--- src/rtl/frame_sequencer.sv ---
// frame_sequencer -- APU frame counter ($4017).
//   Divides the CPU clock into quarter-frame and half-frame clock-enable
//   strobes, in 4-step (mode 0, with frame IRQ) or 5-step (mode 1) mode.
//   Optional feature macro: FRAME_IRQ_EN (frame IRQ flag; tied 0 when undefined).
// Ports:
//   clk          in   CPU clock, all state on rising edge
//   resetN       in   asynchronous active-low reset
//   writeEn      in   one-cycle strobe, CPU write to $4017
//   writeData    in   [7]=mode, [6]=irqInhibit, other bits ignored
//   statusRead   in   one-cycle strobe, CPU read of $4015 (clears frameIrq)
//   quarterFrame out  one-cycle pulse, envelope / linear counter enable
//   halfFrame    out  one-cycle pulse, length / sweep enable
//   frameIrq     out  frame interrupt flag (level)
module frame_sequencer #(
  parameter int CNT_W       = 16,
  parameter int Q1          = 7457,
  parameter int Q2          = 14913,
  parameter int Q3          = 22371,
  parameter int M0_END      = 29829,
  parameter int M1_END      = 37281,
  parameter int WRITE_DELAY = 2
) (
  input  logic       clk,
  input  logic       resetN,
  input  logic       writeEn,
  input  logic [7:0] writeData,
  input  logic       statusRead,
  output logic       quarterFrame,
  output logic       halfFrame,
  output logic       frameIrq
);

  localparam int DLY_W = (WRITE_DELAY > 1) ? $clog2(WRITE_DELAY) : 1;

  localparam logic [CNT_W-1:0] Q1_C  = CNT_W'(Q1);
  localparam logic [CNT_W-1:0] Q2_C  = CNT_W'(Q2);
  localparam logic [CNT_W-1:0] Q3_C  = CNT_W'(Q3);
  localparam logic [CNT_W-1:0] M0_C  = CNT_W'(M0_END);
  localparam logic [CNT_W-1:0] M1_C  = CNT_W'(M1_END);
  localparam logic [DLY_W-1:0] DLY_INIT = DLY_W'(WRITE_DELAY - 1);
  localparam logic [DLY_W-1:0] DLY_ONE  = DLY_W'(1);

  logic [CNT_W-1:0] count_q, count_d;
  logic [DLY_W-1:0] dly_q, dly_d;
  logic             mode_q, mode_d;
  logic             pend_q, pend_d;
  logic             imm_q, imm_d;
  logic             qtr_q, qtr_d;
  logic             half_q, half_d;
  logic             restart, step_end, q_hit, h_hit;
  logic [CNT_W-1:0] end_c;

  always_comb begin
    mode_d  = mode_q;
    pend_d  = pend_q;
    dly_d   = dly_q;
    restart = 1'b0;
    // dly_q counts the edges left before the edge that loads count=0.
    // A write always re-arms the delay, even when one is already pending.
    if (writeEn) begin
      mode_d  = writeData[7];
      pend_d  = (WRITE_DELAY > 1);
      dly_d   = DLY_INIT;
      restart = (WRITE_DELAY == 1);
    end else if (pend_q && dly_q == DLY_ONE) begin
      pend_d  = 1'b0;
      restart = 1'b1;
    end else if (pend_q) begin
      dly_d   = dly_q - DLY_ONE;
    end

    // Wrap against the newly written mode so the count never sits beyond
    // the active END, including when a write shortens the frame.
    end_c   = mode_d ? M1_C : M0_C;
    if (restart || count_q >= end_c) count_d = '0;
    else                             count_d = count_q + CNT_W'(1);

    imm_d    = restart & mode_d;

    // Step decode belongs to the mode under which this count was reached.
    step_end = mode_q ? (count_q == M1_C) : (count_q == M0_C);
    q_hit    = (count_q == Q1_C) | (count_q == Q2_C) | (count_q == Q3_C) | step_end;
    h_hit    = (count_q == Q2_C) | step_end;

    // A restart drops a coincident step strobe; the mode-1 immediate strobe
    // is a single forced pulse that is never suppressed.
    qtr_d    = imm_q | (q_hit & ~restart);
    half_d   = imm_q | (h_hit & ~restart);
  end

  always_ff @(posedge clk or negedge resetN) begin
    if (!resetN) begin
      count_q <= '0;
      dly_q   <= '0;
      mode_q  <= 1'b0;
      pend_q  <= 1'b0;
      imm_q   <= 1'b0;
      qtr_q   <= 1'b0;
      half_q  <= 1'b0;
    end else begin
      count_q <= count_d;
      dly_q   <= dly_d;
      mode_q  <= mode_d;
      pend_q  <= pend_d;
      imm_q   <= imm_d;
      qtr_q   <= qtr_d;
      half_q  <= half_d;
    end
  end

  assign quarterFrame = qtr_q;
  assign halfFrame    = half_q;

`ifdef FRAME_IRQ_EN
  localparam logic [CNT_W-1:0] IRQ_A = CNT_W'(M0_END - 1);

  logic inh_q, inh_d, irq_q, irq_d, irq_set, irq_clr;
  logic unused_wdata;

  always_comb begin
    inh_d   = writeEn ? writeData[6] : inh_q;
    irq_set = ~mode_q & ~inh_q & ((count_q == IRQ_A) | (count_q == M0_C));
    irq_clr = statusRead | (writeEn & writeData[6]);
    // set has priority over any clear arriving in the same cycle
    irq_d   = irq_set | (irq_q & ~irq_clr);
  end

  always_ff @(posedge clk or negedge resetN) begin
    if (!resetN) begin
      inh_q <= 1'b0;
      irq_q <= 1'b0;
    end else begin
      inh_q <= inh_d;
      irq_q <= irq_d;
    end
  end

  assign frameIrq     = irq_q;
  assign unused_wdata = ^writeData[5:0];
`else
  logic unused_in;
  assign frameIrq  = 1'b0;
  assign unused_in = ^{writeData[6:0], statusRead};
`endif

endmodule
--- config.mk ---
export PLATFORM = sky130hd
export DESIGN_NAME = frame_sequencer
export DESIGN_NICKNAME = d
export VERILOG_FILES = /design/src/rtl/frame_sequencer.sv
export SDC_FILE = /design/constraint.sdc
export NUM_CORES = 1
export LEC_CHECK = 0
export ABC_AREA = 1
export CORE_ASPECT_RATIO = 1.75
export CORE_MARGIN = 4
export CORE_UTILIZATION = 45
export CTS_CLUSTER_DIAMETER = 120
export CTS_CLUSTER_SIZE = 28
export DETAILED_ROUTE_END_ITERATION = 10
export GPL_TIMING_DRIVEN = 1
export HOLD_SLACK_MARGIN = 0.05
export PLACE_DENSITY = 0.68
export SLEW_MARGIN = 20
export SYNTH_ARGS = -nofsm -noshare
export SYNTH_HDL_FRONTEND = slang
export SYNTH_SLANG_ARGS = --single-unit
--- constraint.sdc ---
create_clock -name clk -period 1.9 [get_ports clk]
set_input_delay 0.285 -clock clk [delete_from_list [all_inputs] [get_ports clk]]
set_output_delay 0.285 -clock clk [all_outputs]
set_load 0.005 [all_outputs]
**Word-level counts from Yosys, hierarchy flattened**

Cells that the tools add are included.

- Bits in registers: 22
- Bits of input ports: 12
- Output and inout port bits: 3
- Logic and storage cells: 42

- Add/subtract/negate cells: 2
- Magnitude comparators: 1
- Eq/ne operators: 6
- Multiplexer cells: 11
- Bitwise operators: 10
- Reductions and logical operators: 5

Operator list:

| operator | count |
|---|---|
| $eq A16 B15 Y1 const B | 2 |
| $mux W16 | 2 |
| $add A16 B1 Y16 const B | 1 |
| $eq A16 B13 Y1 const B | 1 |
| $eq A16 B14 Y1 const B | 1 |
| $eq A16 B16 Y1 const B | 1 |
| $ge A16 B16 Y1 | 1 |
| $mux W1 | 9 |
| $or A1 B1 Y1 | 6 |
| $reduce_bool A2 Y1 | 2 |
| $and A1 B1 Y1 | 3 |
| $ne A2 B2 Y1 const B | 1 |
| $reduce_and A2 Y1 | 1 |
| $logic_and A1 B1 Y1 | 1 |
| $logic_or A1 B1 Y1 | 1 |
| $not A1 Y1 | 1 |
| $sub A1 B1 Y1 const B | 1 |

**Longest topological paths before layout**

Gate-level depths: netlist of run 1.

- Depth after elaboration: 6
- Gate-level depth with buffers: 15

**Least setup slack after synthesis of run 1**

No wires, ideal clock.

- Kind: register to register
- Start: reg mode_q
- End: reg count_q[12]
- Arrival: 1.905 ns
- Data required time: 1.779 ns
- Slack: -0.126 ns
- Stages on the path, launching flop included: 12
- Buffers on the path: 1
- Cells stage by stage: dfrtp_1 > o21ai_0 > inv_1 > ha_1 > nand2_1 > nor2_1 > nand4_1 > nor2_1 > nand2_2 > nand2_4 > buf_12 > nor2_1

- Longest elaborated chain between the ends: 5

RTL lines:

| what | line | RTL |
|---|---|---|
| start, declared | 45 | `logic mode_q, mode_d;` |
| start signal, assigned | 103 | `mode_q <= mode_d;` |
| $mux W1 | 60 | `if (writeEn) begin` |
| named net mode_d | 45 |  |
| $mux W16 | 74 | `end_c = mode_d ? M1_C : M0_C;` |
| $ge A16 B16 Y1 | 75 | `if (restart \|\| count_q >= end_c) count_d = '0;` |
| $logic_or A1 B1 Y1 | 75 |  |
| $mux W16 | 75 |  |
| named net count_d[12] | 43 | `logic [CNT_W-1:0] count_q, count_d;` |
| end signal, assigned | 101 | `count_q <= count_d;` |
| end, declared | 43 |  |

The timed path passes the listed nets, and every way through them passes these cells.
A chain may end at the register's enable or synchronous reset.

**Worst setup path after layout of run 1**

- Start: in writeEn
- End: reg count_q[14]

- Longest elaborated chain between the ends: 5
- Elaborated cells between the ends (all ways): 6

RTL lines:

| what | line | RTL |
|---|---|---|
| start, declared | 25 | `input logic writeEn,` |
| $mux W1 | 60 |  |
| named net mode_d | 45 |  |
| $mux W16 | 74 |  |
| $ge A16 B16 Y1 | 75 |  |
| $logic_or A1 B1 Y1 | 75 |  |
| $mux W16 | 75 |  |
| named net count_d[14] | 43 |  |

The timed path passes the listed nets, and every way through them passes these cells.

==> results_tabular.tex, run 1 <==
\begin{tabular}{lr}
\hline
Metric & Value \\
\hline
\multicolumn{2}{l}{\textbf{Power}} \\
Static power due to leakage & between 0.8 and 0.9 nW \\
Peak VDD IR & around 0.00054 V \\
Power Density & between 600 and 700 mW/mm\^{}2 \\
\multicolumn{2}{l}{\textbf{STA}} \\
Final critical-path required period & roughly 1.8 ns \\
Final setup violating endpoints & 0 \\
Share of the clock period used by the worst path & a little over nine tenths \\
Peak clock frequency supported by timing & $\sim$0.56 GHz \\
Final worst setup slack & roughly 0.10 ns \\
Setup TNS & 0 ns \\
Hold Vio Cnt, Final & 0 \\
Pins over their slew limit & 0 \\
Final worst clock skew & slightly below 0.0009 ns \\
\multicolumn{2}{l}{\textbf{Critical path}} \\
Critical-path maximum fanout & 8 \\
CP Capture Type & flip-flop \\
Standard cell with the maximum stage delay on the critical path & sky130\_fd\_sc\_hd\_\_ha\_4 \\
Depth of the most critical reg-to-reg path & 10 \\
Startpoint type of the worst setup path & input port \\
Ordered list of cells on the worst path & dlygate4sd2\_1 > inv\_1 > or2\_4 > o21ai\_4 > inv\_4 > ha\_4 > nand2\_2 > nor2\_2 > nand4\_1 > nor2\_2 > nand2\_4 > nand2\_8 > nor2\_4 \\
Delay of the slowest cell on the worst path & between 0.2 and 0.3 ns \\
Critical Path RT & 2.06 ns \\
Cell with the most instances on the worst path & sky130\_fd\_sc\_hd\_\_nor2\_2 \\
Top Family by Delay on Critical Path & simple AND/OR/NAND/NOR gates \\
Worst path buffer plus inverter count & 3 \\
Setup Crit Path Kind & input port to flip-flop \\
Number of gates on the worst path with buffers counted & 13 \\
Arrival time at the worst endpoint & 1.96 ns \\
\multicolumn{2}{l}{\textbf{Placement}} \\
Sum of net half-perimeters after detailed placement & approximately 2.6 mm \\
Count of input and output buffers & 5 \\
Area post-placement & $\sim$0.0017 mm\^{}2 \\
Global placement routability congestion & 0.870 \\
Pre-CTS setup slack & -0.589 ns \\
\multicolumn{2}{l}{\textbf{Clock network}} \\
Postcts setup bufs & 0 \\
Number of buffers created by CTS & 3 \\
\# hold bufs at CTS & 0 \\
Count of clock tree sinks & 22 \\
Clock Tree Buf Depth & 2 \\
Register clock-pin slew on the reported worst setup and hold paths & $\sim$0.080 ns \\
Clock tree from TritonCTS & yes \\
H-tree levels & 1 \\
Root buffer cell & sky130\_fd\_sc\_hd\_\_clkbuf\_8 \\
Clock insertion delay at the later pin of the skew report & 0.27 ns \\
\multicolumn{2}{l}{\textbf{Synthesis}} \\
Synthesized area per cell & 7.18 um\^{}2 \\
Count of flip-flops with a built-in enable after synthesis & 0 \\
Post-synth top area share & about a third \\
Syn\_nets & 245 \\
Synth area leaders & sky130\_fd\_sc\_hd\_\_dfrtp\_1 34\%, sky130\_fd\_sc\_hd\_\_nand2\_1 13\%, sky130\_fd\_sc\_hd\_\_nor2\_1 8.7\%, sky130\_fd\_sc\_hd\_\_ha\_1 7.8\%, sky130\_fd\_sc\_hd\_\_inv\_1 6.3\% \\
Most common cell in the netlist & sky130\_fd\_sc\_hd\_\_nand2\_1 \\
Commonest cells in the netlist & 56 x sky130\_fd\_sc\_hd\_\_nand2\_1, 37 x sky130\_fd\_sc\_hd\_\_nor2\_1, 27 x sky130\_fd\_sc\_hd\_\_inv\_1 \\
Post-synth design cell area & around 0.0016 mm\^{}2 \\
Fraction of synthesis flops using an asynchronous set or reset pin & between 90\% and 100\% \\
Main synth FF type & sky130\_fd\_sc\_hd\_\_dfrtp\_1 \\
Number of instances in the synthesized netlist & 223 \\
Synth Register Bits & 22 \\
Fraction of the yosys area taken by sequential cells & 34.4\% \\
Count of distinct cell types in the synthesized netlist & 28 \\
Cell taking the most area after synthesis & sky130\_fd\_sc\_hd\_\_dfrtp\_1 \\
Yosys Warn Count & 0 \\
\multicolumn{2}{l}{\textbf{GRT}} \\
Global-route wire length before repair & 6.29 mm \\
Overflow left after global routing & 0 \\
Antenna violations before repair & 0 \\
Maximum number of pins on one net before global-route repair & 23 \\
GRT Util Overall & 18.5\% \\
Via count of the first global-routing pass & between 1000 and 1500 \\
\multicolumn{2}{l}{\textbf{Die}} \\
Number of top-level pins & 15 \\
Die width & about 53 um \\
Number of rows created at floorplan & 28 \\
Vertical extent of the die & slightly below 90 um \\
Core area & between 0.003 and 0.004 mm\^{}2 \\
Full die area & between 0.004 and 0.005 mm\^{}2 \\
Starting density of the core & between 40\% and 50\% \\
\multicolumn{2}{l}{\textbf{Outcome}} \\
Result of the run & finished clean \\
\multicolumn{2}{l}{\textbf{Cells and area}} \\
Fraction of layout cells with a size suffix above 1 & about a fifth \\
Antenna fix cells & 0 \\
Filler Cell Count & 345 \\
Number of nets in the finished design & about 260 \\
Final cell area excluding filler cells & approximately 0.0019 mm\^{}2 \\
Fin util & 56.0\% \\
Syn-to-layout area delta & 18.8\% \\
\multicolumn{2}{l}{\textbf{Detailed routing}} \\
Wire length per cell & roughly 13 um \\
Number of routed nets with antenna violations & 0 \\
Vias & between 1000 and 1500 \\
Average vias per placed instance & between 4 and 5 \\
Total wirelength of the detailed-routed design & approximately 3.5 mm \\
First drt pass iteration count & 4 \\
Drt initial violations & 8 \\
DRC violations left & 0 \\
\multicolumn{2}{l}{\textbf{Min path}} \\
Hold Path Class & input port to asynchronous set/reset pin \\
\multicolumn{2}{l}{\textbf{Run}} \\
Number of max-capacitance violations reported & 0 \\
\hline
\end{tabular}
-- report_power, final --
part	internal (mW)	switching [mW]
Combinational	0.124	0.168
Sequential	0.508	0.0492
Clock	0.282	0.160
Total	0.914	0.376
-- final timing paths --
kind	startpoint	end	slack [ns]
setup / recovery	writeEn	count_q[14]	0.10
setup reg to reg	mode_q	count_q[14]	0.12
max in group asynchronous	resetN	halfFrame	1.32
hold reg to reg	imm_q	halfFrame	0.46
hold / removal	resetN	count_q[12]	0.35
min in group clk	imm_q	halfFrame	0.46
-- metrics by stage --
stage / hold slack [ns] / instances / power (mW)
final: 0.352 / 280 / 1.29
after global routing: 0.383 / 280 / 1.38
after CTS: 0.358 / 280 / 1.28
after detailed placement: 0.444 / 275 / 0.817
after global placement: 0.441 / 275 / 0.812
after floorplan: -0.0106 / 223 / 0.744
-- sequential cells by signal, summed over array words and instances (netlist names) --
name,flops
imm_q,1
dly_q,1
pend_q,1
mode_q,1
count_q,16
quarterFrame,1
halfFrame,1
-- kinds of logic (layout without fill, tap and decap cells) --
group | Yosys count | after routing | share of synthesized area, %
other | 1 | 1 | 0.234
adders and majority gates | 10 | 10 | 7.81
DFF | 22 | 22 | 34.4
buffers and inverters | 33 | 44 | 9.30
xor gates and xnor gates | 8 | 8 | 4.38
and+or+nand+nor | 139 | 140 | 40.6
AOI/OAI and AO/OA | 10 | 10 | 3.28
-- layout by cell type, fill, tap and decap left out, types with 3 or more instances in the layout --
master                            Yosys  final
sky130_fd_sc_hd__nand2_1             56     55
sky130_fd_sc_hd__nor2_1              37     34
sky130_fd_sc_hd__inv_1               27     24
sky130_fd_sc_hd__dfrtp_1             22     22
sky130_fd_sc_hd__nor2_2              10     12
sky130_fd_sc_hd__nand3_1             10     10
sky130_fd_sc_hd__nand4_1              8      8
sky130_fd_sc_hd__xor2_1               7      7
sky130_fd_sc_hd__ha_1                10      6
sky130_fd_sc_hd__buf_4                2      5
sky130_fd_sc_hd__nor2_4               3      4
sky130_fd_sc_hd__nor3_1               4      4
sky130_fd_sc_hd__o21ai_0              5      4
sky130_fd_sc_hd__ha_4                 0      4
sky130_fd_sc_hd__nand2_2              3      3
sky130_fd_sc_hd__inv_2                1      3
sky130_fd_sc_hd__o21ai_1              3      3
sky130_fd_sc_hd__clkbuf_8             0      3
sky130_fd_sc_hd__clkdlybuf4s50_1      0      3
-- cell type report --
cell class	count	area [um^2]	area share [%]
Clock inverter	1	30.0	1.58
Tap cell	45	56.3	2.96
Inverter	29	114	5.98
Clock buffer	3	41.3	2.17
Timing Repair Buffer	11	96.3	5.06
Sequential cell	22	551	28.9
Multi-Input combinational cell	169	1010	53.3
-- what timing repair did --
item | 4_1_cts | 5_1_grt
setup endpoints to repair | 16 | 16
cloned | 1 | 0
gates resized for setup | 10 | 13
pin swaps | 8 | 6
-- per-layer routing --
layer | vias to the layer above | wire, um | GRT usage (%)
met1 | 630 | 1450 | 20.4
li1 | 712 | - | -
met2 | 13 | 1920 | 33.3
met5 | - | 0 | 0
met3 | 9 | 52 | 2.57
met4 | 0 | 112 | 9.30
Note: power is estimated with default switching activity, not from simulation.
==> run 2, diff against run 1 <==
--- a/config.mk
+++ b/config.mk
@@ -6,15 +6,17 @@
 export NUM_CORES = 1
 export LEC_CHECK = 0
 export ABC_AREA = 1
+export CELL_PAD_IN_SITES_DETAIL_PLACEMENT = 1
+export CELL_PAD_IN_SITES_GLOBAL_PLACEMENT = 1
 export CORE_ASPECT_RATIO = 1.75
 export CORE_MARGIN = 4
-export CORE_UTILIZATION = 45
+export CORE_UTILIZATION = 37
 export CTS_CLUSTER_DIAMETER = 120
-export CTS_CLUSTER_SIZE = 28
+export CTS_CLUSTER_SIZE = 8
 export DETAILED_ROUTE_END_ITERATION = 10
 export GPL_TIMING_DRIVEN = 1
 export HOLD_SLACK_MARGIN = 0.05
-export PLACE_DENSITY = 0.68
+export PLACE_DENSITY_LB_ADDON = 0.1
 export SLEW_MARGIN = 20
 export SYNTH_ARGS = -nofsm -noshare
 export SYNTH_HDL_FRONTEND = slang
==> run 2 against run 1 <==
- non-clock buffer count shrank 1
- critical path depth decreased by 3
- clock-buffer cell count is the same
- sequential share of layout area hardly changed
- design area about the same
- first-iteration DRC count increased to 4.3 times the previous value
- combinational power increased by 2%
- flip-flop and latch count stayed put
- cell count increased by 1.1%
- largest cell class unchanged
- highest routed layer unchanged
==> results_tabular.tex, run 2 (same netlist as run 1, synthesis figures left out) <==
\begin{tabular}{lr}
\hline
Metric & Value \\
\hline
\multicolumn{2}{l}{\textbf{Run}} \\
Number of max-capacitance violations reported & 0 \\
\multicolumn{2}{l}{\textbf{Critical path}} \\
Delay of the slowest cell on the worst path & between 0.4 and 0.5 ns \\
Setup Crit Path Kind & flip-flop to flip-flop \\
Cell with the most instances on the worst path & sky130\_fd\_sc\_hd\_\_inv\_4 \\
Worst path buffer plus inverter count & 3 \\
Ordered list of cells on the worst path & o21ai\_4 > inv\_4 > buf\_6 > ha\_4 > or2\_0 > o21ai\_1 > nand4\_1 > inv\_4 > nand2\_8 > nor2\_4 \\
CP Capture Type & flip-flop \\
Top Family by Delay on Critical Path & simple AND/OR/NAND/NOR gates \\
Standard cell with the maximum stage delay on the critical path & sky130\_fd\_sc\_hd\_\_dfrtp\_1 \\
Arrival time at the worst endpoint & a little over 2 ns \\
Critical-path maximum fanout & 8 \\
Startpoint type of the worst setup path & flip-flop \\
Critical Path RT & around 2.1 ns \\
\multicolumn{2}{l}{\textbf{STA}} \\
Final worst clock skew & 0.00895 ns \\
Final setup violating endpoints & 0 \\
Hold Vio Cnt, Final & 0 \\
Setup TNS & 0 ns \\
Share of the clock period used by the worst path & a little over nine tenths \\
Unrepaired setup endpoints after global routing & yes \\
Final critical-path required period & 1.86 ns \\
Peak clock frequency supported by timing & 0.538 GHz \\
Pins over their slew limit & 0 \\
\multicolumn{2}{l}{\textbf{Power}} \\
Sequential share of power & between 40\% and 50\% \\
Net switching power & around 0.39 mW \\
Share of total power in combinational logic & a little under a quarter \\
Switching share of power & a little under 30\% \\
Power Density & 681 mW/mm\^{}2 \\
Clock share of power & 34.4\% \\
Static power due to leakage & roughly 0.86 nW \\
Int Power & 0.910 mW \\
Overall power & 1.30 mW \\
Peak VDD IR & just over 0.0006 V \\
\multicolumn{2}{l}{\textbf{GRT}} \\
Overflow left after global routing & 0 \\
Antenna violations before repair & 0 \\
Global-route wire length before repair & $\sim$7.6 mm \\
Maximum number of pins on one net before global-route repair & 23 \\
GRT Util Overall & between 10\% and 20\% \\
Via count of the first global-routing pass & roughly 1600 \\
\multicolumn{2}{l}{\textbf{Placement}} \\
Global placement routability congestion & around 0.83 \\
Count of input and output buffers & 5 \\
Sum of net half-perimeters after detailed placement & approximately 3.3 mm \\
\multicolumn{2}{l}{\textbf{Detailed routing}} \\
Vias & around 1400 \\
Average vias per placed instance & $\sim$5 \\
First drt pass iteration count & 4 \\
Drt initial violations & 34 \\
Met2 routed WL & 2.37 mm \\
Wire length per cell & approximately 15 um \\
Number of routed nets with antenna violations & 0 \\
Met3 routed wirelength & $\sim$94 um \\
DRC violations left & 0 \\
Top Metal Used & met4 \\
Met1 WL & about 1.7 mm \\
Total wirelength of the detailed-routed design & roughly 4.4 mm \\
\multicolumn{2}{l}{\textbf{Clock network}} \\
Register clock-pin slew on the reported worst setup and hold paths & around 0.090 ns \\
Number of buffers created by CTS & 3 \\
Count of clock tree sinks & 22 \\
\# hold bufs at CTS & 0 \\
Clock Tree Buf Depth & 2 \\
Clock insertion delay at the later pin of the skew report & approximately 0.27 ns \\
H-tree levels & 1 \\
Root buffer cell & sky130\_fd\_sc\_hd\_\_clkbuf\_8 \\
Clock tree from TritonCTS & yes \\
\multicolumn{2}{l}{\textbf{Die}} \\
Core area & between 0.004 and 0.005 mm\^{}2 \\
Number of top-level pins & 15 \\
Die width & a little under 60 um \\
Full die area & 0.00549 mm\^{}2 \\
Vertical extent of the die & 95.0 um \\
Number of rows created at floorplan & 31 \\
Starting density of the core & 38.6\% \\
\multicolumn{2}{l}{\textbf{Cells and area}} \\
Number of nets in the finished design & roughly 260 \\
Syn-to-layout area delta & 18.9\% \\
Number of flip-flops under the largest register name & 16 \\
Antenna fix cells & 0 \\
Most common cell after layout, fill and taps aside & sky130\_fd\_sc\_hd\_\_nand2\_1 \\
Fraction of layout cells with a size suffix above 1 & 21.4\% \\
Highest-count cells in the layout ignoring fill and taps & 56 x sky130\_fd\_sc\_hd\_\_nand2\_1, 30 x sky130\_fd\_sc\_hd\_\_nor2\_1, 25 x sky130\_fd\_sc\_hd\_\_inv\_1 \\
Register bank with the most flops & count\_q \\
\multicolumn{2}{l}{\textbf{Outcome}} \\
Result of the run & finished clean \\
\multicolumn{2}{l}{\textbf{Min path}} \\
Hold Path Class & input port to asynchronous set/reset pin \\
\hline
\end{tabular}
==> run 2: final timing paths <==
check / from / endpoint / slack (ns) / depth (start not counted)
max: mode_q / count_q[11] / 0.04 / 10
min: resetN / count_q[6] / 0.37 / 2
max reg2reg: mode_q / count_q[11] / 0.04 / 10
min reg2reg: imm_q / halfFrame / 0.47 / 2
max in group asynchronous: resetN / count_q[7] / 1.30 / 2
min in group clk: writeEn / pend_q / 0.39 / 3
==> run 2: final cells by class <==
| cell class | instances | area, um^2 |
|---|---|---|
| timing repair buffer | 10 | 85.1 |
| tap | 49 | 61.3 |
| clock inverter | 1 | 30.0 |
| clock buffer | 3 | 41.3 |
| inverter | 29 | 114 |
| fill | 528 | 2250 |
| multi-input combinational | 169 | 1020 |
| sequential | 22 | 551 |
==> run 2: power groups by stage <==
stage | registers (mW) | clock network (mW) | logic (mW)
finish | 0.553 | 0.446 | 0.298
global route | 0.562 | 0.480 | 0.347
CTS | 0.553 | 0.459 | 0.297
detailed placement | 0.562 | 0 | 0.267
global placement | 0.561 | 0 | 0.256
floorplan | 0.554 | 0 | 0.189
==> run 2: routing by layer <==
layer	track usage (%)	vias to the layer above
li1	-	709
met1	19.4	685
met2	33.3	24
met3	2.30	16
met4	10.6	0
met5	0	-
==> run 2: what timing repair did <==
action	CTS	global route
resized for setup	20	7
pin swaps	10	5
setup buffers	1	0
endpoints found under the setup margin	16	16
gates cloned	1	0
==> run 2: through the flow <==
step | worst slack [ns] | instances | hold slack (ns) | instance area (um^2) | util (%)
detailed placement | -0.619 | 277 | 0.451 | 1710 | 41.1
global placement | -0.516 | 277 | 0.443 | 1710 | 41.1
global route | -0.0810 | 283 | 0.400 | 1900 | 45.9
floorplan | 0.0168 | 223 | -0.0106 | 1610 | -
finish | 0.0420 | 283 | 0.370 | 1900 | 45.9
CTS | 0.0480 | 283 | 0.382 | 1890 | 45.6
==> run 3, diff against run 2 <==
--- a/config.mk
+++ b/config.mk
@@ -17,7 +17,8 @@
 export GPL_TIMING_DRIVEN = 1
 export HOLD_SLACK_MARGIN = 0.05
 export PLACE_DENSITY_LB_ADDON = 0.1
-export SLEW_MARGIN = 20
+export SETUP_SLACK_MARGIN = 0.02
+export SLEW_MARGIN = 15
 export SYNTH_ARGS = -nofsm -noshare
 export SYNTH_HDL_FRONTEND = slang
 export SYNTH_SLANG_ARGS = --single-unit
==> run 3 against run 2 <==
- worst setup slack better by 0.0056 ns
- global-route usage is 0.20 points higher
- cell count stayed put
- flip-flop and latch count stayed put
- wire length is 4.3% higher
- design area is 1.1% higher
- utilization is 0.48 points higher
- total power is 5.1% lower
- critical endpoint is now count_q[4]
- highest routed layer unchanged
==> results_tabular.tex, run 3 (same netlist as run 1, synthesis figures left out) <==
\begin{tabular}{lr}
\hline
Metric & Value \\
\hline
\multicolumn{2}{l}{\textbf{Outcome}} \\
Result of the run & finished clean \\
\multicolumn{2}{l}{\textbf{Detailed routing}} \\
Number of routed nets with antenna violations & 0 \\
Wire length per cell & 16.2 um \\
Drt initial violations & 27 \\
Average vias per placed instance & 5.22 \\
Total wirelength of the detailed-routed design & between 4 and 5 mm \\
First drt pass iteration count & 4 \\
Vias & 1476 \\
DRC violations left & 0 \\
\multicolumn{2}{l}{\textbf{Critical path}} \\
CP Capture Type & flip-flop \\
Critical path endpoint & count\_q[4] \\
Depth of the most critical reg-to-reg path & 9 \\
Setup Crit Path Kind & input port to flip-flop \\
Critical Path RT & roughly 2.1 ns \\
Reg2Reg Capture Point & count\_q[4] \\
Internal reg-to-reg setup slack & $\sim$0.06 ns \\
Crit path from & writeEn \\
Worst reg2reg startpoint & mode\_q \\
Delay of the slowest cell on the worst path & 0.25 ns \\
Standard cell with the maximum stage delay on the critical path & sky130\_fd\_sc\_hd\_\_or2\_4 \\
Arrival time at the worst endpoint & a little over 2 ns \\
Ordered list of cells on the worst path & clkdlybuf4s15\_1 > inv\_2 > or2\_4 > o21ai\_4 > clkinv\_4 > ha\_4 > or2\_0 > o21ai\_1 > nand4\_1 > inv\_4 > nand2\_8 > nor2\_1 \\
Startpoint type of the worst setup path & input port \\
Critical-path maximum fanout & 8 \\
\multicolumn{2}{l}{\textbf{Cells and area}} \\
Most common cell after layout, fill and taps aside & sky130\_fd\_sc\_hd\_\_nand2\_1 \\
Post-Layout Cell Count & about 280 \\
Number of nets in the finished design & 257 \\
Register bank with the most flops & count\_q \\
Number of flip-flops under the largest register name & 16 \\
Syn-to-layout area delta & 20.2\% \\
Filler Cell Count & 540 \\
Fraction of layout cells with a size suffix above 1 & a little under a quarter \\
Highest-count cells in the layout ignoring fill and taps & 54 x sky130\_fd\_sc\_hd\_\_nand2\_1, 30 x sky130\_fd\_sc\_hd\_\_nor2\_1, 23 x sky130\_fd\_sc\_hd\_\_inv\_1 \\
Antenna fix cells & 0 \\
\multicolumn{2}{l}{\textbf{Power}} \\
Static power due to leakage & between 0.8 and 0.9 nW \\
Share of total power in combinational logic & 25.9\% \\
Peak VDD IR & between 0.0004 and 0.0005 V \\
Clock share of power & around 28\% \\
Int Power & 0.822 mW \\
Sequential share of power & 45.6\% \\
Net switching power & just over 0.4 mW \\
Overall power & 1.23 mW \\
Switching share of power & $\sim$33\% \\
Power Density & about 640 mW/mm\^{}2 \\
\multicolumn{2}{l}{\textbf{STA}} \\
Final worst clock skew & between 0.005 and 0.006 ns \\
Unrepaired setup endpoints after global routing & yes \\
Final worst setup slack & 0.0476 ns \\
Hold Vio Cnt, Final & 0 \\
Final setup violating endpoints & 0 \\
Peak clock frequency supported by timing & around 0.54 GHz \\
Pins over their slew limit & 0 \\
Share of the clock period used by the worst path & between 90 and 100\% \\
Final critical-path required period & $\sim$1.9 ns \\
\multicolumn{2}{l}{\textbf{Clock network}} \\
Clock insertion delay at the later pin of the skew report & around 0.27 ns \\
Root buffer cell & sky130\_fd\_sc\_hd\_\_clkbuf\_8 \\
Clock Tree Buf Depth & 2 \\
Number of buffers created by CTS & 3 \\
H-tree levels & 1 \\
Register clock-pin slew on the reported worst setup and hold paths & 0.09 ns \\
Count of clock tree sinks & 22 \\
Clock tree from TritonCTS & yes \\
\multicolumn{2}{l}{\textbf{Die}} \\
Die width & 57.7 um \\
Vertical extent of the die & approximately 95 um \\
Core area & a little over 0.004 mm\^{}2 \\
Number of rows created at floorplan & 31 \\
Full die area & about 0.0055 mm\^{}2 \\
Starting density of the core & between 30\% and 40\% \\
Number of top-level pins & 15 \\
\multicolumn{2}{l}{\textbf{Placement}} \\
Sum of net half-perimeters after detailed placement & 3.48 mm \\
Global placement routability congestion & $\sim$0.79 \\
Pre-CTS setup slack & -0.592 ns \\
Count of input and output buffers & 5 \\
Cell Count Post-Placement & between 200 and 300 \\
\multicolumn{2}{l}{\textbf{GRT}} \\
Top Usage Layer GRT & met2 \\
Met1 track demand over resource in global routing & between 10\% and 20\% \\
Global-route wire length before repair & 7.78 mm \\
Met2 usage in global routing & between 30\% and 40\% \\
Met3 capacity usage during global routing & 2.03\% \\
Via count of the first global-routing pass & between 1500 and 2000 \\
Antenna violations before repair & 0 \\
Overflow left after global routing & 0 \\
Maximum number of pins on one net before global-route repair & 23 \\
GRT Util Overall & a little under a fifth \\
\multicolumn{2}{l}{\textbf{Min path}} \\
Hold Path Class & input port to asynchronous set/reset pin \\
\multicolumn{2}{l}{\textbf{Run}} \\
Number of max-capacitance violations reported & 0 \\
\hline
\end{tabular}
[run 3: changes by cell type in the layout (fill, tap and decap cells not counted), moves of 2 or more]
| cell | previous run | this run |
|---|---|---|
| sky130_fd_sc_hd__inv_1 | 25 | 23 |
| sky130_fd_sc_hd__nand2_1 | 56 | 54 |
| sky130_fd_sc_hd__inv_2 | 2 | 4 |
| sky130_fd_sc_hd__nand2_4 | 1 | 3 |
[run 3: how the worst min path moves through the flow]
stage                      start      endpoint  slack, ns  depth (start not counted)
after floorplan           resetN    count_q[0]      -0.01                          0
after global placement     imm_q     halfFrame       0.45                          2
after detailed placement   imm_q  quarterFrame       0.47                          2
after CTS                 resetN         imm_q       0.38                          2
after global routing      resetN   count_q[15]       0.39                          2
final                     resetN   count_q[15]       0.37                          2
[run 3: critical path: cells and delay by family]
family	cells	cell delay (ns)
AND/OR/NAND/NOR	5	0.81
AO/OA/AOI/OAI	2	0.25
adder cells (fa/ha/maj)	1	0.17
buffers and inverters	4	0.54
[run 3: power by group through the flow]
| stage | combinational [mW] | clock (mW) | sequential (mW) |
|---|---|---|---|
| final | 0.318 | 0.351 | 0.561 |
| after global placement | 0.255 | 0 | 0.561 |
| after floorplan | 0.190 | 0 | 0.554 |
| after detailed placement | 0.275 | 0 | 0.564 |
| after global routing | 0.360 | 0.384 | 0.568 |
| after CTS | 0.310 | 0.360 | 0.561 |
[run 3: cell type report]
type	count	area (um^2)	share of cell area, %
clock buffers	4	55.1	2.86
inverters	29	116	6.05
multi-input cells	169	1050	54.8
flip-flops and latches	22	551	28.6
well taps	49	61.3	3.19
repair buffers	10	86.3	4.49
[run 3: metrics by stage]
stage,cell area (um^2),util (%),hold slack [ns],TNS (ns)
2_1_floorplan,1610,-,-0.0106,0
3_3_place_gp,1710,41.3,0.451,-7.43
6_report,1920,46.4,0.370,0
4_1_cts,1890,45.6,0.380,0
3_5_place_dp,1710,41.3,0.469,-9.09
5_1_grt,1920,46.4,0.389,-0.444
[run 3: timing repair]
action,CTS,global route
hold buffers,0,0
buffers inserted,0,0
pin swaps,10,10
endpoints found under the setup margin,16,16
resized for setup,21,12
gates cloned,1,0
hold endpoints to repair,0,0
[run 3: metal layers]
metal / vias up / part of all wire [%]
li1: 716 / -
met1: 724 / 40
met2: 19 / 55
met3: 17 / 1.2
met4: 0 / 4.5
met5: - / 0
